<file path="config.mk">
export PLATFORM = sky130hd
export DESIGN_NAME = axi4_lite_master_engine
export DESIGN_NICKNAME = d
export VERILOG_FILES = /design/src/rtl/axi4_lite_globals_pkg.sv /design/src/rtl/axi4_lite_outstanding_counter.sv /design/src/rtl/axi4_lite_master_engine.sv
export SDC_FILE = /design/constraint.sdc
export NUM_CORES = 1
export LEC_CHECK = 0
export BUFFER_PORTS_ARGS = -buffer_cell sky130_fd_sc_hd__buf_2
export CELL_PAD_IN_SITES_DETAIL_PLACEMENT = 0
export CELL_PAD_IN_SITES_GLOBAL_PLACEMENT = 2
export CORE_ASPECT_RATIO = 1.2
export CORE_MARGIN = 2
export CORE_UTILIZATION = 30
export DETAILED_ROUTE_END_ITERATION = 10
export PLACE_DENSITY = 0.92
export SYNTH_ARGS = -nofsm -noshare
export SYNTH_HDL_FRONTEND = slang
export SYNTH_HIERARCHICAL = 1
export SYNTH_SLANG_ARGS = --single-unit
</file>
<file path="constraint.sdc">
create_clock -name aclk -period 7.4 [get_ports aclk]
set_input_delay 1.85 -clock aclk [delete_from_list [all_inputs] [get_ports aclk]]
set_output_delay 1.85 -clock aclk [all_outputs]
set_load 0.02 [all_outputs]
</file>
<file path="src/rtl/axi4_lite_globals_pkg.sv">
// Shared AXI4-Lite defaults: bus widths, response codes and the command word.
package axi4_lite_globals_pkg;

  localparam int AXIL_ADDRESS_WIDTH = 32;
  localparam int AXIL_DATA_WIDTH    = 32;

  typedef enum logic [1:0] {
    OKAY   = 2'b00,
    EXOKAY = 2'b01,
    SLVERR = 2'b10,
    DECERR = 2'b11
  } axi_resp_e;

  typedef struct packed {
    logic                            write;
    logic [AXIL_ADDRESS_WIDTH-1:0]   addr;
    logic [2:0]                      prot;
    logic [AXIL_DATA_WIDTH-1:0]      wdata;
    logic [AXIL_DATA_WIDTH/8-1:0]    wstrb;
  } axi_cmd_t;

endpackage

</file>
<file path="src/rtl/axi4_lite_outstanding_counter.sv">
// In-flight transaction counter: +1 on accept, -1 on response consume, floor at 0.
module axi4_lite_outstanding_counter #(
  parameter int MAX_OUTSTANDING = 4
)(
  input  logic       aclk,
  input  logic       aresetn,
  input  logic       inc,
  input  logic       dec,
  output logic [3:0] count,
  output logic       full
);

  always_ff @(posedge aclk or negedge aresetn) begin
    if (!aresetn)                          count <= '0;
    else if (inc && !dec)                  count <= count + 4'd1;
    else if (!inc && dec && count != '0)   count <= count - 4'd1;
  end

  assign full = (count == 4'(MAX_OUTSTANDING));

endmodule

</file>
<file path="src/rtl/axi4_lite_master_engine.sv">
// Command/response stream to AXI4-Lite master bridge with a single issue slot.
// Optional response watchdog built when AXI4_LITE_MASTER_TIMEOUT_EN is defined.
module axi4_lite_master_engine
  import axi4_lite_globals_pkg::*;
#(
  parameter int ADDRESS_WIDTH   = AXIL_ADDRESS_WIDTH,
  parameter int DATA_WIDTH      = AXIL_DATA_WIDTH,
  parameter int MAX_OUTSTANDING = 4,
  parameter int TIMEOUT_CYCLES  = 256
)(
  input  logic                     aclk,
  input  logic                     aresetn,
  input  logic                     cmd_valid,
  output logic                     cmd_ready,
  input  logic                     cmd_write,
  input  logic [ADDRESS_WIDTH-1:0] cmd_addr,
  input  logic [2:0]               cmd_prot,
  input  logic [DATA_WIDTH-1:0]    cmd_wdata,
  input  logic [DATA_WIDTH/8-1:0]  cmd_wstrb,
  output logic                     rsp_valid,
  input  logic                     rsp_ready,
  output logic                     rsp_write,
  output logic [DATA_WIDTH-1:0]    rsp_rdata,
  output logic [1:0]               rsp_resp,
  output logic [ADDRESS_WIDTH-1:0] awaddr,
  output logic [2:0]               awprot,
  output logic                     awvalid,
  input  logic                     awready,
  output logic [DATA_WIDTH-1:0]    wdata,
  output logic [DATA_WIDTH/8-1:0]  wstrb,
  output logic                     wvalid,
  input  logic                     wready,
  input  logic [1:0]               bresp,
  input  logic                     bvalid,
  output logic                     bready,
  output logic [ADDRESS_WIDTH-1:0] araddr,
  output logic [2:0]               arprot,
  output logic                     arvalid,
  input  logic                     arready,
  input  logic [DATA_WIDTH-1:0]    rdata,
  input  logic [1:0]               rresp,
  input  logic                     rvalid,
  output logic                     rready,
  output logic [3:0]               outstanding,
  output logic                     timeout_err
);

  localparam int SW = DATA_WIDTH/8;

  typedef struct packed {
    logic [ADDRESS_WIDTH-1:0] addr;
    logic [2:0]               prot;
    logic [DATA_WIDTH-1:0]    wdata;
    logic [SW-1:0]            wstrb;
  } iss_t;

  iss_t iss_q;
  logic full, acc, b_hs, r_hs, rsp_hs;

  // Issue slot is busy exactly while any of its channel valids is still up.
  assign cmd_ready = aresetn & ~(awvalid | wvalid | arvalid) & ~full;
  assign acc       = cmd_valid & cmd_ready;

  always_ff @(posedge aclk or negedge aresetn) begin
    if (!aresetn) begin
      iss_q   <= '0;
      awvalid <= 1'b0;
      wvalid  <= 1'b0;
      arvalid <= 1'b0;
    end else if (acc) begin
      iss_q   <= '{addr: cmd_addr, prot: cmd_prot, wdata: cmd_wdata, wstrb: cmd_wstrb};
      awvalid <= cmd_write;
      wvalid  <= cmd_write;
      arvalid <= ~cmd_write;
    end else begin
      awvalid <= awvalid & ~awready;
      wvalid  <= wvalid  & ~wready;
      arvalid <= arvalid & ~arready;
    end
  end

  assign awaddr = iss_q.addr;
  assign awprot = iss_q.prot;
  assign wdata  = iss_q.wdata;
  assign wstrb  = iss_q.wstrb;
  assign araddr = iss_q.addr;
  assign arprot = iss_q.prot;

  // B wins a same-cycle collision; R waits until the holding register frees again.
  assign bready = aresetn & ~rsp_valid;
  assign rready = aresetn & ~rsp_valid & ~bvalid;
  assign b_hs   = bvalid & bready;
  assign r_hs   = rvalid & rready;
  assign rsp_hs = rsp_valid & rsp_ready;

  always_ff @(posedge aclk or negedge aresetn) begin
    if (!aresetn) begin
      rsp_valid <= 1'b0;
      rsp_write <= 1'b0;
      rsp_rdata <= '0;
      rsp_resp  <= OKAY;
    end else if (b_hs) begin
      rsp_valid <= 1'b1;
      rsp_write <= 1'b1;
      rsp_rdata <= '0;
      rsp_resp  <= bresp;
    end else if (r_hs) begin
      rsp_valid <= 1'b1;
      rsp_write <= 1'b0;
      rsp_rdata <= rdata;
      rsp_resp  <= rresp;
    end else if (rsp_hs) begin
      rsp_valid <= 1'b0;
    end
  end

  axi4_lite_outstanding_counter #(
    .MAX_OUTSTANDING (MAX_OUTSTANDING)
  ) u_cnt (
    .aclk    (aclk),
    .aresetn (aresetn),
    .inc     (acc),
    .dec     (rsp_hs),
    .count   (outstanding),
    .full    (full)
  );

`ifdef AXI4_LITE_MASTER_TIMEOUT_EN
  localparam int TW = $clog2(TIMEOUT_CYCLES + 1);
  logic [TW-1:0] tcnt;

  always_ff @(posedge aclk or negedge aresetn) begin
    if (!aresetn) begin
      tcnt        <= '0;
      timeout_err <= 1'b0;
    end else if (outstanding == '0 || b_hs || r_hs) begin
      tcnt <= '0;
    end else if (tcnt != TW'(TIMEOUT_CYCLES)) begin
      tcnt <= tcnt + 1'b1;
      if (tcnt == TW'(TIMEOUT_CYCLES - 1)) timeout_err <= 1'b1;
    end
  end
`else
  // Constant 0; the comparison only keeps the parameter referenced in this build.
  assign timeout_err = (TIMEOUT_CYCLES < 0);
`endif

endmodule

</file>
Word-level counts from Yosys, hierarchy flattened
Cells that the tools add are included.
{"block": "word_totals", "ff_bits": 114, "inputBits": 117, "output_inout_bits": 153, "elab_cells": 59}
{"block": "classes", "add_sub_neg": 2, "n_eq_ne": 1, "muxes": 14, "bitwise": 21, "reduce_logical": 9}
{"op": "$mux W32", "count": 2}
{"op": "$and A1 B1 Y1", "count": 11}
{"op": "$mux W1", "count": 8}
{"op": "$mux W4", "count": 2}
{"op": "$not A1 Y1", "count": 8}
{"op": "$add A4 B1 Y4 const B", "count": 1}
{"op": "$eq A4 B3 Y1 const B", "count": 1}
{"op": "$mux W2", "count": 2}
{"op": "$reduce_bool A2 Y1", "count": 2}
{"op": "$reduce_bool A4 Y1", "count": 1}
{"op": "$sub A4 B1 Y4 const B", "count": 1}
{"op": "$logic_and A1 B1 Y1", "count": 3}
{"op": "$reduce_bool A3 Y1", "count": 1}
{"op": "$logic_not A1 Y1", "count": 2}
{"op": "$or A1 B1 Y1", "count": 2}

Logic depth before layout (Yosys ltp)
Gate-level depths: netlist (run 1).
{"block": "logic_depth", "word_depth": 11, "depth_mapped": 11, "depth_no_buf": 10}

By module
Netlist (run 1), hierarchy kept.
{"mod": "axi4_lite_master_engine", "n_inst": 1, "cells_each": 296, "area_each_um2": 4754.6, "seq_area_each_um2": 2752.6}
{"mod": "axi4_lite_outstanding_counter", "n_inst": 1, "cells_each": 26, "area_each_um2": 294.0, "seq_area_each_um2": 100.1}

Worst setup path before layout (run 1)
OpenSTA, ideal clock, no wires.
{"block": "synth_timing", "path_type": "input -> output", "from": "in aresetn", "to": "out rready", "arrival_ns": 2.602, "required_ns": 5.550, "path_slack_ns": 2.948, "cell_stages": 2, "n_path_buf": 0, "path_cell_list": "nor2b_1 > nor2b_1"}
{"block": "synth_between", "elab_chain_len": 2}
{"item": "start: declaration", "line_no": "axi4_lite_master_engine.sv:12", "source": "input logic aresetn,"}
{"item": "$and A1 B1 Y1 (2 in a row)", "line_no": "axi4_lite_master_engine.sv:91", "source": "assign rready = aresetn & ~rsp_valid & ~bvalid;"}
{"item": "end: declaration", "line_no": "axi4_lite_master_engine.sv:43", "source": "output logic rready,"}
Every way passes these cells.

Worst setup path in the final report (run 1)
Same ends and word-level chain as after synthesis.

==> results.json, run 1 <==
{
  "critical_path.endpoint_type": "primary output",
  "worstMarginPinSlew_ps": 1235,
  "yosys.area.top_type": "dfrtp_1",
  "h-tree-depth": 4,
  "skew_ps": 7.936,
  "hp-class": "reg -> reg",
  "crit_buf_inv": 2,
  "start_util": 0.3091,
  "syn_area_per_cell_um2": 15.68,
  "max_stage_delay_ps": 570,
  "p_int_mw": 1.956,
  "tns_ps": 0,
  "die_y_um": 146.1,
  "grt_max_degree": 74,
  "multi_input_area_um2": 1712,
  "synth_seq_cells": 114,
  "cp_max_fo": 63,
  "power_density_nw_per_um2": 465.6,
  "clkPwrFrac": 0.256,
  "crit_slowest_cell": "buf_4",
  "synth.distinct_cells": 41,
  "min_to": "rsp_resp[1]",
  "ios": 270,
  "cts_tree": "built",
  "clock-root-buffer": "clkbuf_16",
  "crit_required_ps": 5550,
  "ant_nets": 0,
  "grt_use_total": 0.1301,
  "grt_overflow": 0,
  "p_leak_nw": 3.590,
  "finalWeightedCongestion": 0.7066,
  "rows": 51,
  "totalWireLength_mm": 11.74,
  "dpl_cell_area_um2": 6215,
  "final_cells": 784,
  "grt_pass1_wl_mm": 18.26,
  "wl_per_cell_um": 14.98,
  "synth_fp_nets": 442,
  "drc_errors": 0,
  "timing.rr.start": "u_cnt/count[0]",
  "worstHoldStart": "rsp_resp[1]",
  "clk_latency_ps": 410,
  "power_frac_seq": 0.330,
  "post_cts_resized": 0,
  "path_clk_slew_ps": 50,
  "worst-setup-path-type": "in -> out",
  "post_cts_buffers": 0,
  "dp_cells": 752,
  "status": "finished, final reports clean",
  "report.final.slew_viol_count": 0,
  "synth_seq_area_share": 0.5651,
  "syn_inst": 322,
  "ys_top_cells_by_area": "dfrtp_1 57%, mux2_4 21%, buf_4 5.5%",
  "final_nets": 679,
  "antenna_found_initial": 0,
  "yosys_warnings": 6,
  "clk_path_buf_depth": 2,
  "hold_buffers": 0,
  "grt_pass1_vias": 3622,
  "synth.top_cell.area_share": 0.5651,
  "finalSetupViolations": 0,
  "syn2layout_area_growth_pct": 34.89,
  "hold_violations": 0,
  "synth.cell_area_um2": 5049,
  "finalWorstSetupSlack_ps": 2558,
  "min_period_ps": 4842,
  "n_antenna_cell": 0,
  "worstPathCellList": "buf_4 > nor2b_1 > nor2b_1 > buf_2",
  "numCtsBuffers": 17,
  "hpwl_mm": 8.611,
  "switching_share": 0.3832,
  "viasPerCell": 4.380,
  "hold_ws_ps": 488.4,
  "stdcell_area_um2": 6810,
  "pre_cts_slack_ps": 2462,
  "port_buffers": 268,
  "drive_gt1_frac": 0.6643,
  "cpMostUsedCell": "nor2b_1",
  "layout_common_cells": "267 x buf_2, 114 x dfrtp_1, 69 x mux2_4",
  "startpoint_type": "primary input",
  "cts_sinks": 114,
  "relSlewSlack": 0.1765,
  "r2r-end": "u_cnt/count[3]",
  "rsz0062_at_grt": "false",
  "period_share": 0.6543,
  "hold_depth": 1,
  "vias": 3434,
  "dieWidth_um": 122.4,
  "p_comb_frac": 0.414,
  "maxCapViolations": 0,
  "final-seq-area_um2": 2853,
  "fp.coreArea_um2": 16340,
  "reg2reg_slack_ps": 4270,
  "clock.fmax_mhz": 206.5,
  "dr.pass1.iters": 4,
  "final_common_cell": "buf_2",
  "cp_data_arrival_time_ps": 2990,
  "path_delay_family": "buffers and inverters",
  "n_fill_cell": 1585,
  "die_area_um2": 17890,
  "r2r_cells": 10,
  "switchingPower_mw": 1.215,
  "drt_iter0_drc": 94,
  "ir_drop_mv": 0.2501
}
==> cells by family (layout without fill, tap and decap cells) <==
family	count (synthesis)	in the layout	synth area share
flops	114	114	0.5651
mux	73	73	0.2141
buf+inv	58	308	0.09591
compound gates	46	46	0.07484
simple gates	25	25	0.03693
fa+ha+maj	3	3	0.008921
xor+xnor	2	2	0.003470
other cells	1	1	0.0007428
==> power by group through the flow <==
| stage | Sequential, mW | Clock (mW) | Combinational, mW |
|---|---|---|---|
| floorplan | 1.33 | 0 | 0.723 |
| global placement | 1.04 | 0 | 1.32 |
| detailed placement | 1.05 | 0 | 1.33 |
| CTS | 1.05 | 0.835 | 1.33 |
| global route | 1.08 | 0.868 | 1.39 |
| finish | 1.05 | 0.813 | 1.31 |
==> worst max-delay path by stage <==
stage	from	endpoint	slack [ps]	depth (start not counted)
after global placement	aresetn	rready	2510	4
after CTS	aresetn	rready	2480	4
after floorplan	aresetn	rready	2950	2
after detailed placement	aresetn	u_cnt/count[3]	2460	9
after global routing	aresetn	rready	2390	4
final	aresetn	rready	2560	4
==> cell usage after synthesis <==
library cell	n
o211a_1	1
nor2b_1	5
a21oi_1	2
buf_2	5
mux2_2	2
xor2_1	2
a21o_2	1
and4_1	1
nor2_2	1
dfrtp_1	114
nor4_4	1
mux2_1	2
and2_1	1
nor3_1	2
a21o_1	2
a211o_2	1
a211oi_1	2
nand2_1	4
conb_1	1
nor4b_1	1
fa_1	1
ha_1	2
mux2_4	69
inv_8	1
buf_12	7
nor2_1	2
and3b_1	1
inv_1	6
a22o_1	31
clkbuf_1	2
buf_4	37
nand3_4	1
nand4bb_1	1
and4bb_1	1
or4_1	1
o21ai_0	1
o22ai_1	3
a31oi_1	1
o211ai_1	1
or2_2	1
and2_2	1
==> flip-flops by register name, indices dropped and copies added (netlist names) <==
signal	cells
araddr	32
arprot	3
arvalid	1
awvalid	1
rsp_rdata	32
rsp_resp	2
rsp_valid	1
rsp_write	1
u_cnt/count	4
wdata	32
wstrb	4
wvalid	1
==> cell type report <==
class,count,area share
tap,212,0.03895
timing repair buffer,269,0.1984
multi-input combinational,150,0.2513
clock inverter,14,0.02297
clock buffer,18,0.06449
sequential,114,0.4189
inverter,7,0.004961
==> through the flow <==
| stage | utilization | power [mW] |
|---|---|---|
| after floorplan | - | 2.055 |
| after global placement | 0.3804 | 2.359 |
| after detailed placement | 0.3804 | 2.377 |
| after CTS | 0.4169 | 3.214 |
| after global routing | 0.4169 | 3.334 |
| final | 0.4169 | 3.171 |
==> worst reg2reg max path: cells and delay by family, from the launching register on <==
kind                       cells  cell delay (ps)
AOI/OAI and AO/OA              2              540
DFF                            1              480
and+or+nand+nor                5             1050
adders and majority gates      1              310
buffers and inverters          2              670
==> per-layer routing <==
layer | track usage | part of all wire | wire (µm) | vias to the layer above
met2 | 0.2128 | 0.50 | 5849 | 182
met3 | 0.04414 | 0.081 | 954 | 18
met5 | 0 | 0 | 0 | -
met4 | 0.06092 | 0.020 | 238 | 0
li1 | - | - | - | 1580
met1 | 0.1523 | 0.40 | 4701 | 1654
(Power assumes the default switching activity.)
==> run 2: changes to the inputs <==
--- a/config.mk
+++ b/config.mk
@@ -10,9 +10,9 @@
 export CELL_PAD_IN_SITES_GLOBAL_PLACEMENT = 2
 export CORE_ASPECT_RATIO = 1.2
 export CORE_MARGIN = 2
-export CORE_UTILIZATION = 30
+export CORE_UTILIZATION = 25
 export DETAILED_ROUTE_END_ITERATION = 10
-export PLACE_DENSITY = 0.92
+export PLACE_DENSITY = 0.83
 export SYNTH_ARGS = -nofsm -noshare
 export SYNTH_HDL_FRONTEND = slang
 export SYNTH_HIERARCHICAL = 1
==> constraint.sdc (replaced) <==
create_clock -name aclk -period 3.95 [get_ports aclk]
set_input_delay 0.9875 -clock aclk [delete_from_list [all_inputs] [get_ports aclk]]
set_output_delay 0.9875 -clock aclk [all_outputs]
set_load 0.02 [all_outputs]
==> run 2 against run 1 <==
Compared with the run above: setup slack got worse by 1700 ps; flip-flop and latch count unchanged; clock power grew 98%; non-clock buffer count rose by 4; critical path type unchanged; highest routed layer unchanged.
==> results.json, run 2 (synthesis gave the netlist of run 1 again) <==
{
  "fp.coreArea_um2": 19690,
  "clock.fmax_mhz": 320.6,
  "finalWeightedCongestion": 0.7700,
  "status": "finished, final reports clean",
  "layout_common_cells": "267 x buf_2, 114 x dfrtp_1, 69 x mux2_4",
  "finalWorstSetupSlack_ps": 830.5,
  "port_buffers": 268,
  "hp-class": "in -> async",
  "maxCapViolations": 0,
  "cp_max_fo": 49,
  "n_fill_cell": 1936,
  "clk_latency_ps": 400,
  "grt_pass1_wl_mm": 19.29,
  "totalWireLength_mm": 12.11,
  "vias": 3420,
  "p_comb_frac": 0.408,
  "pre_cts_slack_ps": 720.4,
  "startpoint_type": "primary input",
  "numCtsBuffers": 17,
  "ir_drop_mv": 0.3585,
  "grt_overflow": 0,
  "min_period_ps": 3120,
  "clkPwrFrac": 0.266,
  "start_util": 0.2564,
  "dr.pass1.iters": 4,
  "grt_max_degree": 59,
  "period_share": 0.7898,
  "crit_required_ps": 2960,
  "tns_ps": 0,
  "clk_path_buf_depth": 2,
  "final_nets": 683,
  "antenna_found_initial": 0,
  "skew_ps": 4.248,
  "h-tree-depth": 4,
  "power_frac_seq": 0.326,
  "dieWidth_um": 133.7,
  "drive_gt1_frac": 0.6632,
  "cts_tree": "built",
  "wl_per_cell_um": 14.47,
  "hold_violations": 0,
  "rsz0062_at_grt": "false",
  "critical_path.endpoint_type": "primary output",
  "cp_data_arrival_time_ps": 2130,
  "power_density_nw_per_um2": 872.7,
  "grt_use_total": 0.1135,
  "drc_errors": 0,
  "hold_ws_ps": 432.5,
  "switching_share": 0.3735,
  "grt_pass1_vias": 3686,
  "n_antenna_cell": 0,
  "die_y_um": 159.7,
  "syn2layout_area_growth_pct": 37.35,
  "post_cts_resized": 0,
  "switchingPower_mw": 2.260,
  "post_cts_buffers": 0,
  "relSlewSlack": 0.1532,
  "p_int_mw": 3.791,
  "final_cells": 837,
  "p_leak_nw": 3.624,
  "ios": 270,
  "final_common_cell": "buf_2",
  "finalSetupViolations": 0,
  "path_clk_slew_ps": 50,
  "report.final.slew_viol_count": 0,
  "cts_sinks": 114,
  "die_area_um2": 21350,
  "ant_nets": 0,
  "viasPerCell": 4.086,
  "rows": 56,
  "dp_cells": 805,
  "clock-root-buffer": "clkbuf_16",
  "worstMarginPinSlew_ps": 1269,
  "hold_buffers": 0,
  "hpwl_mm": 9.087,
  "drt_iter0_drc": 95,
  "worst-setup-path-type": "in -> out"
}
## run 2: changes by cell type in the layout (fill, tap and decap cells not counted), sizes merged
| cell | before | now |
|---|---|---|
| clkbuf | 18 | 20 |
| clkinv | 5 | 3 |
| inv | 10 | 8 |
| bufinv | 2 | 4 |
| buf | 269 | 273 |
## run 2: routing by layer
metal  track usage  share of wire  vias up
li1              -              -     1587
met4       0.04449          0.014        0
met2        0.1923           0.50      163
met5             0              0        -
met3       0.03556          0.069       12
met1        0.1333           0.41     1658
## run 2: power by group through the flow
| stage | logic [mW] | registers (mW) | clock network (mW) |
|---|---|---|---|
| floorplan | 1.35 | 2.50 | 0 |
| global placement | 2.47 | 1.98 | 0 |
| detailed placement | 2.50 | 1.97 | 0 |
| CTS | 2.50 | 1.98 | 1.67 |
| global route | 2.60 | 2.05 | 1.71 |
| finish | 2.47 | 1.97 | 1.61 |
## run 2: final cells by class
type | instances | area (µm²) | share of cell area
well taps | 261 | 326.6 | 0.04709
clock inverters | 12 | 181.4 | 0.02616
repair buffers | 273 | 1381 | 0.1992
inverters | 7 | 33.78 | 0.004872
clock buffers | 20 | 446.7 | 0.06442
multi-input cells | 150 | 1712 | 0.2468
flip-flops and latches | 114 | 2853 | 0.4114
## run 2: path summary, 6_finish.rpt
kind	start	end	slack, ps	cells past startpoint
max in group asynchronous	aresetn	araddr[22]	2530	2
min reg2reg	rsp_write	rsp_write	480	1
max	aresetn	cmd_ready	830	4
max reg2reg	u_cnt/count[0]	u_cnt/count[3]	1100	10
min	aresetn	rsp_valid	430	1
min in group aclk	rsp_write	rsp_write	480	1
## run 2: metrics by stage
| step | instance area [µm²] | total power [mW] | utilization |
|---|---|---|---|
| 6_report | 6934 | 6.052 | 0.3522 |
| 2_1_floorplan | 5049 | 3.850 | - |
| 3_5_place_dp | 6306 | 4.473 | 0.3203 |
| 5_1_grt | 6934 | 6.362 | 0.3522 |
| 3_3_place_gp | 6306 | 4.450 | 0.3203 |
| 4_1_cts | 6934 | 6.143 | 0.3522 |
## run 2: critical path: stages
cell	delay (ps)
buf_4	200
buf_4	530
and2_2	250
buf_2	150
==> run 3: changes to the inputs <==
==> constraint.sdc (replaced) <==
create_clock -name aclk -period 2.65 [get_ports aclk]
set_input_delay 0.6625 -clock aclk [delete_from_list [all_inputs] [get_ports aclk]]
set_output_delay 0.6625 -clock aclk [all_outputs]
set_load 0.02 [all_outputs]
==> run 3 against run 2 <==
Compared with the run above: via count is 0.41% higher; clock power increased by 40%; utilization increased by 0.11 points; first-iteration DRC count is 20% lower; count of clock-buffer cells in the layout increased by 4; sequential share of layout area is 0.090 points lower; non-clock buffer count grew 3; register-to-register slack lost 930 ps; largest power group unchanged.
==> results.json, run 3 (synthesis gave the netlist of run 1 again) <==
{
  "status": "finished, final reports clean",
  "ir_drop_mv": 0.4765,
  "grt_use_total": 0.1178,
  "dieWidth_um": 133.7,
  "grtUsageMet1": 0.1361,
  "dr.pass1.iters": 4,
  "finalWorstSetupSlack_ps": 173.3,
  "wl_per_cell_um": 14.93,
  "skew_ps": 9.013,
  "hp-class": "in -> async",
  "clock-root-buffer": "clkbuf_16",
  "period_share": 0.9346,
  "totalWireLength_mm": 12.54,
  "vias": 3434,
  "timing.rr.start": "u_cnt/count[2]",
  "cts_tree": "built",
  "finalWeightedCongestion": 0.7495,
  "grt_pass1_wl_mm": 19.75,
  "antenna_found_initial": 0,
  "syn2layout_area_growth_pct": 37.77,
  "clock.fmax_mhz": 403.8,
  "use_met2": 0.2047,
  "min_period_ps": 2477,
  "start_util": 0.2564,
  "ant_nets": 0,
  "hold_violations": 0,
  "clk_latency_ps": 400,
  "die_y_um": 159.7,
  "hpwl_mm": 9.137,
  "power_density_nw_per_um2": 1283,
  "worstMarginPinSlew_ps": 830.5,
  "fp.coreArea_um2": 19690,
  "crit_required_ps": 2970,
  "final_common_cell": "buf_2",
  "grt_pass1_vias": 3698,
  "clk_path_buf_depth": 2,
  "path_clk_slew_ps": 50,
  "final_nets": 686,
  "r2r-end": "u_cnt/count[3]",
  "h-tree-depth": 4,
  "ios": 270,
  "cp_data_arrival_time_ps": 2790,
  "rsz0062_at_grt": "false",
  "reg2reg_slack_ps": 170,
  "drive_gt1_frac": 0.6718,
  "met3_usage": 0.03556,
  "report.final.slew_viol_count": 0,
  "tns_ps": 0,
  "drt_iter0_drc": 76,
  "layout_common_cells": "267 x buf_2, 112 x dfrtp_1, 69 x mux2_4",
  "drc_errors": 0,
  "startpoint_type": "flop",
  "port_buffers": 268,
  "maxCapViolations": 0,
  "viasPerCell": 4.088,
  "hold_buffers": 0,
  "n_antenna_cell": 0,
  "worst-setup-path-type": "reg -> reg",
  "totalPowerFinal_mw": 8.927,
  "grt_overflow": 0,
  "n_fill_cell": 1951,
  "finalSetupViolations": 0,
  "cp_max_fo": 4,
  "p_leak_nw": 3.632,
  "numCtsBuffers": 17,
  "grt_max_degree": 73,
  "critical_path.endpoint_type": "flop",
  "die_area_um2": 21350,
  "r2r_cells": 10,
  "relSlewSlack": 0.4463,
  "top_usage_layer": "met2",
  "cts_sinks": 114,
  "rows": 56,
  "pre_cts_slack_ps": 155.3
}
run 3: power by group:
group / switching, mW / total (mW) / internal [mW]
Clock: 0.783 / 2.26 / 1.48
Combinational: 2.09 / 3.76 / 1.66
Sequential: 0.481 / 2.91 / 2.43
run 3: stage by stage:
step | hold WS [ps] | std cells | cell area (µm²) | util
floorplan | 366.9 | 322 | 5059 | -
global placement | 462.3 | 806 | 6336 | 0.3218
detailed placement | 476.7 | 806 | 6336 | 0.3218
CTS | 182.3 | 838 | 6929 | 0.3519
global route | 187.2 | 840 | 6955 | 0.3533
finish | 199.7 | 840 | 6955 | 0.3533
run 3: layout make-up:
cell class              count  area, µm²  share of cell area
inverters                   7      33.78            0.004857
clock inverters             8      101.3             0.01457
well taps                 261      326.6             0.04695
clock buffers              24      491.7             0.07070
flip-flops and latches    114       2855              0.4105
repair buffers            276       1416              0.2036
multi-input cells         150       1730              0.2488
run 3: worst max path at each step:
| stage | startpoint | end | slack, ps | cells after the start |
|---|---|---|---|---|
| 2_1_floorplan | u_cnt/count[2] | u_cnt/count[3] | 20 | 11 |
| 3_3_place_gp | u_cnt/count[0] | u_cnt/count[3] | 200 | 10 |
| 3_5_place_dp | u_cnt/count[0] | u_cnt/count[3] | 160 | 10 |
| 4_1_cts | u_cnt/count[0] | u_cnt/count[3] | 140 | 10 |
| 5_1_grt | u_cnt/count[2] | u_cnt/count[3] | 40 | 10 |
| 6_report | u_cnt/count[2] | u_cnt/count[3] | 170 | 10 |
run 3: repair_timing:
item                       4_1_cts  5_1_grt
buffers inserted                 0        2
setup endpoints to repair        0        1
gates resized for setup          0        3
run 3: critical path, cell delays in order, from the launching register on:
cell and delay (ps):
dfrtp_1 380, nor4b_2 180, nor4_4 270, nand3_4 160, inv_8 80, nor2b_4 160
inv_1 100, ha_1 330, a211o_2 350, and4_1 200, a211oi_2 180
run 3: per-layer routing:
metal	share of wire	vias to the layer above
met5	0	-
met4	0.012	0
met3	0.063	7
met2	0.51	147
met1	0.41	1680
li1	-	1600
